File: src/rtl/cdc_importer_fifo.sv
// Destination side of a toggle req/ack CDC handshake with an elastic buffer.
// A change on cdc_req (after synchronisation) captures cdc_data into a small
// FIFO and answers with cdc_ack. The buffered words are presented locally as
// a first-word-fall-through valid/ready stream. While the buffer is full, ack
// is withheld, so the remote source stalls instead of overrunning the buffer.
module cdc_importer_fifo #(
  parameter int WIDTH       = 8,
  parameter int DEPTH       = 4,
  parameter int SYNC_STAGES = 2
) (
  input  logic                       clk,
  input  logic                       rst,
  input  logic                       cdc_req,
  input  logic [WIDTH-1:0]           cdc_data,
  output logic                       cdc_ack,
  output logic [WIDTH-1:0]           out_data,
  output logic                       out_valid,
  input  logic                       out_ready,
  output logic [$clog2(DEPTH+1)-1:0] level
);

  localparam int PW = $clog2(DEPTH);
  localparam int LW = $clog2(DEPTH+1);

  logic [SYNC_STAGES-1:0] req_sync;
  logic                   req_s;
  logic                   pending;
  logic                   full;
  logic                   push;
  logic                   pop;
  logic [PW-1:0]          wr_ptr;
  logic [PW-1:0]          rd_ptr;
  logic [WIDTH-1:0]       mem [DEPTH];

  // Synchroniser chain for the request toggle; only the last stage is used.
  always_ff @(posedge clk) begin
    if (rst) begin
      req_sync <= '0;
    end else begin
      req_sync <= {req_sync[SYNC_STAGES-2:0], cdc_req};
    end
  end

  assign req_s   = req_sync[SYNC_STAGES-1];
  assign pending = (req_s != cdc_ack);
  // Fullness is judged on the current level, so a same-cycle pop never
  // makes room for a push; the push simply happens one cycle later.
  assign full    = (level == LW'(DEPTH));
  assign push    = pending && !full;
  assign pop     = out_valid && out_ready;

  assign out_valid = (level != '0);
  assign out_data  = mem[rd_ptr];

  // Buffer storage; contents need no reset because level gates visibility.
  always_ff @(posedge clk) begin
    if (push) begin
      mem[wr_ptr] <= cdc_data;
    end
  end

  // Pointers, ack and level. Ack is registered, so pending drops on the
  // cycle after a capture and one toggle yields exactly one word.
  always_ff @(posedge clk) begin
    if (rst) begin
      wr_ptr  <= '0;
      rd_ptr  <= '0;
      cdc_ack <= 1'b0;
      level   <= '0;
    end else begin
      if (push) begin
        wr_ptr  <= wr_ptr + PW'(1);
        cdc_ack <= req_s;
      end
      if (pop) begin
        rd_ptr <= rd_ptr + PW'(1);
      end
      unique case ({push, pop})
        2'b10:   level <= level + LW'(1);
        2'b01:   level <= level - LW'(1);
        default: level <= level;
      endcase
    end
  end

endmodule

File: config.mk
export PLATFORM = sky130hd
export DESIGN_NAME = cdc_importer_fifo
export DESIGN_NICKNAME = d
export VERILOG_FILES = /design/src/rtl/cdc_importer_fifo.sv
export SDC_FILE = /design/constraint.sdc
export NUM_CORES = 1
export LEC_CHECK = 0
export CAP_MARGIN = 20
export CORE_MARGIN = 2
export CORE_UTILIZATION = 52
export DETAILED_ROUTE_END_ITERATION = 12
export GPL_ROUTABILITY_DRIVEN = 0
export HOLD_SLACK_MARGIN = 0.03
export PLACE_DENSITY = 0.76
export SYNTH_ARGS = -nofsm -noshare
export SYNTH_HDL_FRONTEND = slang
export SYNTH_SLANG_ARGS = --single-unit
export TNS_END_PERCENT = 30
File: constraint.sdc
create_clock -name clk -period 2.5 [get_ports clk]
set_input_delay 0.5 -clock clk [delete_from_list [all_inputs] [get_ports clk]]
set_output_delay 0.5 -clock clk [all_outputs]
set_load 0.05 [all_outputs]
* After elaboration in Yosys (flattened, before gate mapping) *
Memory sizes are Yosys's and may differ from the RTL's. A register that Yosys moved wholly into a read port is not among the register bits.
Cells that the tools add are included.

cells by class
  equal/unequal tests = 4
  reductions and logical operators = 5
  add/subtract/negate cells = 4
  mux-type cells = 5

operators with widths
  kind                 number
  $pmux 3 s2           1
  $add 2x1->2 const B  2
  $mux 2               2
  $add 3x1->3 const B  1
  $eq 3x3->1 const B   1
  $reduce_bool 3->1    1
  $sub 3x1->3 const B  1
  $eq 2x1->1 const B   1
  $eq 2x2->1 const B   1
  $logic_and 1x1->1    2
  $mux 1               2
  $reduce_bool 2->1    1
  $logic_not 1->1      1
  $ne 1x1->1           1

word-level totals
  input bits = 12
  flip-flop bits (word level) = 10
  bits in writable memories = 32
  memories = 1
  output and inout bits = 13
  word-level logic and storage cells = 24

memory list
  memory  depth  width  rd ports  clocked after memory_dff  wr ports  line  RTL
  mem     4      8      1         1                         1         33    logic [WIDTH-1:0] mem [DEPTH];

* Depth between registers and ports, before layout *
  depth in word-level cells = 5
  mapped depth = 9
  depth with buffers taken out = 9

* Worst setup path after synthesis *
Ideal clock, no wire load.

  path kind = register to register
  from = register level[2]
  to = register level[2]
  period minus slack after synthesis = 2446 ps
  setup time = 71 ps
  path slack = 54 ps
  data required time = 2429 ps
  path buffers = 0
  arrival = 2376 ps
  cell stages (with the launch flop) = 10
  cell sequence = dfxtp_1 nor3b_2 nor2_1 inv_1 ha_1 inv_1 fa_1 xor2_1 or3_1 a21oi_1

between the ends
  longest elaborated chain between the ends = 5
  elaborated cells on any way between the ends = 11
  those cells by class = 2 x add/sub; 3 x eq/ne; 1 x mux; 5 x reduce/logical

RTL lines
  what                                             line  RTL
  start, declared                                  19    output logic [$clog2(DEPTH+1)-1:0] level
  start signal, assigned                           79    2'b10: level <= level + LW'(1);
  start signal, assigned                           80    2'b01: level <= level - LW'(1);
  start signal, assigned                           81    default: level <= level;
  $eq 3x3->1                                       48    assign full = (level == LW'(DEPTH));
  $logic_not 1->1                                  49    assign push = pending && !full;
  $logic_and 1x1->1                                49
  $eq 2x1->1 or $eq 2x2->1 (tied branches)         78    unique case ({push, pop})
  $pmux 3 s2 or $reduce_bool 2->1 (tied branches)  -

Several ways; a longest one is shown, not always the timed one.
A chain may end at the register's enable or synchronous reset.

* Worst setup path in the final report *
  from = register level[0]
  to = output out_valid

between the ends
  longest elaborated chain between the ends = 1

RTL lines
  what               line  RTL
  $reduce_bool 3->1  52    assign out_valid = (level != '0);
  end, declared      17    output logic out_valid,

No other way between the ends.

==> results_dict.tcl <==
set metrics [dict create \
    yosysTopAreaCellShare 0.5606 \
    setup.worst_path.start_class "flop" \
    cts_tree "yes" \
    routed_wl_um 2614 \
    max_slew_margin 0.6675 \
    syn_inst 100 \
    multi_input_area_sq_um 478.0 \
    diodes 0 \
    timing.final.hold_violations 0 \
    max-clock-path-buffers 2 \
    syn-num-nets 118 \
    rows 20 \
    max_freq_mhz 411.1 \
    initial_core_util 0.5524 \
    wl_met2_um 1277 \
    synth_edf_count 32 \
    wl_met3_um 164 \
    drc 0 \
    grt_first_pass_wirelength_um 4140 \
    clk_pin_slew_worst_paths_ns 0.12 \
    p_per_area_nw_per_um2 932.6 \
    clk-insertion-delay-late_ns 0.36 \
    setup_violations 0 \
    drv_slew 0 \
    final_common_cell "edfxtp_1" \
    antenna_found_initial 0 \
    cts_max_level 2 \
    most-common-layout-cells "edfxtp_1, clkdlybuf4s50_1, dfxtp_1" \
    io_pins 25 \
    syn_to_final_growth_pct 19.20 \
    critPathCaptureType "output port" \
    cts_setup_buffers 0 \
    avgSynthCellArea_sq_um 17.14 \
    vias_per_cell 5.114 \
    drt-initial-drc-count 49 \
    drt-met1-wl_um 1121 \
    fin_nets 148 \
    crit_required_ns 2.00 \
    die_width_um 61.42 \
    coreArea_sq_um 3103 \
    grt_max_degree 14 \
    ys_seq_area_frac 0.7007 \
    yosysWarnings 0 \
    ctsResizeCount 0 \
    track_usage 0.1649 \
    critPathMaxFanout 7 \
    path_class "reg2out" \
    drive_gt1_frac 0.2137 \
    cts_buffers 5 \
    first_pass_iters 4 \
    synth_seq_cells 44 \
    ant_nets 0 \
    vias 895 \
    synth_flop_cell "edfxtp_1" \
    dp.cells 167 \
    die_h_um 61.42 \
    grt_pass1_vias 894 \
    fillers 246 \
    fin_crit_ns 2.433 \
    async_flop_share 0 \
    final_util 0.6585 \
    cap_violations 0 \
    status "completed" \
    yosys-top-cells-area "edfxtp_1, dfxtp_1, mux4_2" \
    rsz0062_at_grt "false" \
    cts.sinks 44 \
    cts-root-buf "clkbuf_4" \
    overflow 0 \
    hold_buffers 0 \
    die_area_sq_um 3772 \
    tns_ns 0 \
    final_cells 175 \
    min_path_type "reg2reg" \
    clock_skew_ns 0.01504 \
    wire_per_inst_um 14.94 \
    yosys.area.top_type "edfxtp_1" \
    synthesis.area_sq_um 1714 \
    io_buffers 24 \
    seqCellArea_sq_um 1201 \
    cp.arrival_ns 1.93 \
    hpwl_um 1851 \
    top_layer "met4" \
    finalCritPeriodShare 0.9730 \
    synth_cell_types 24 \
    worstMarginPinSlew_ns 0.4971 \
    power_leakage_nw 0.6927 \
    vdd_drop_max_mv 0.4488 \
]
[synth_stat cells, types with 2 or more instances]
cell type and number:
nor2b_1 2, ha_1 5, dfxtp_1 12, and2_1 4
mux4_2 8, inv_1 6, xnor2_1 2, nor2_1 8
xor2_1 3, a21oi_1 3, or3_1 2, edfxtp_1 32
o21ai_0 2
[kinds of logic (layout without fill, tap and decap cells)]
group | after synthesis | count (layout) | synth area share
AOI/OAI and AO/OA | 8 | 8 | 0.02993
xor gates and xnor gates | 5 | 5 | 0.02555
adders and majority gates | 6 | 6 | 0.04818
buffers and inverters | 9 | 40 | 0.02043
DFF | 44 | 44 | 0.7007
muxes | 9 | 9 | 0.1109
and+or+nand+nor | 19 | 19 | 0.06423
[registers in the layout, indices dropped and copies added, names as in the netlist, named ones only]
signal    count
mem          32
rd_ptr        2
wr_ptr        2
level         3
req_sync      2
cdc_ack       1
[layer usage]
layer / vias to the layer above / global-route usage
met2: 27 / 0.2553
met3: 7 / 0.06933
met5: - / 0
met1: 428 / 0.2017
met4: 0 / 0.07903
li1: 433 / -
[power breakdown]
group	internal, W	total (W)	switching [W]
registers	0.000835	0.000901	0.0000658
clock network	0.000103	0.000319	0.000216
logic	0.000274	0.000685	0.000412
[area by class of cell]
cell class                 instances  area share
timing repair buffer              26      0.1151
inverter                           6     0.01102
clock inverter                     3    0.006736
sequential                        44      0.5879
multi-input combinational         47      0.2339
clock buffer                       5     0.01837
tap                               44     0.02694
[path summary, 6_finish.rpt]
check / end / start / slack [ns] / cells after the start
setup reg to reg: level[2]$_SDFFE_PP0P_ / level[2]$_SDFFE_PP0P_ / 0.20 / 9
setup / recovery: out_valid / level[0]$_SDFFE_PP0P_ / 0.07 / 2
hold / removal: req_sync[1]$_SDFF_PP0_ / req_sync[0]$_SDFF_PP0_ / 0.45 / 1
hold reg to reg: req_sync[1]$_SDFF_PP0_ / req_sync[0]$_SDFF_PP0_ / 0.45 / 1
[worst max-delay path: stages, from the launching register on]
cell             delay [ns]
dfxtp_1                0.40
or3_2                  0.47
clkdlybuf4s50_1        0.71
[per-stage QoR]
step	power, W	cell area [sq um]	hold slack (ns)	setup WS [ns]
3_3_place_gp	0.001595	1992	0.4250	0.1433
3_5_place_dp	0.001612	1992	0.4239	0.06542
2_1_floorplan	0.001410	1714	0.4138	0.05350
4_1_cts	0.001925	2043	0.4522	0.04815
5_1_grt	0.002014	2043	0.4711	0.002300
6_report	0.001905	2043	0.4480	0.06747
No activity file was read; power rests on OpenSTA's default activity.
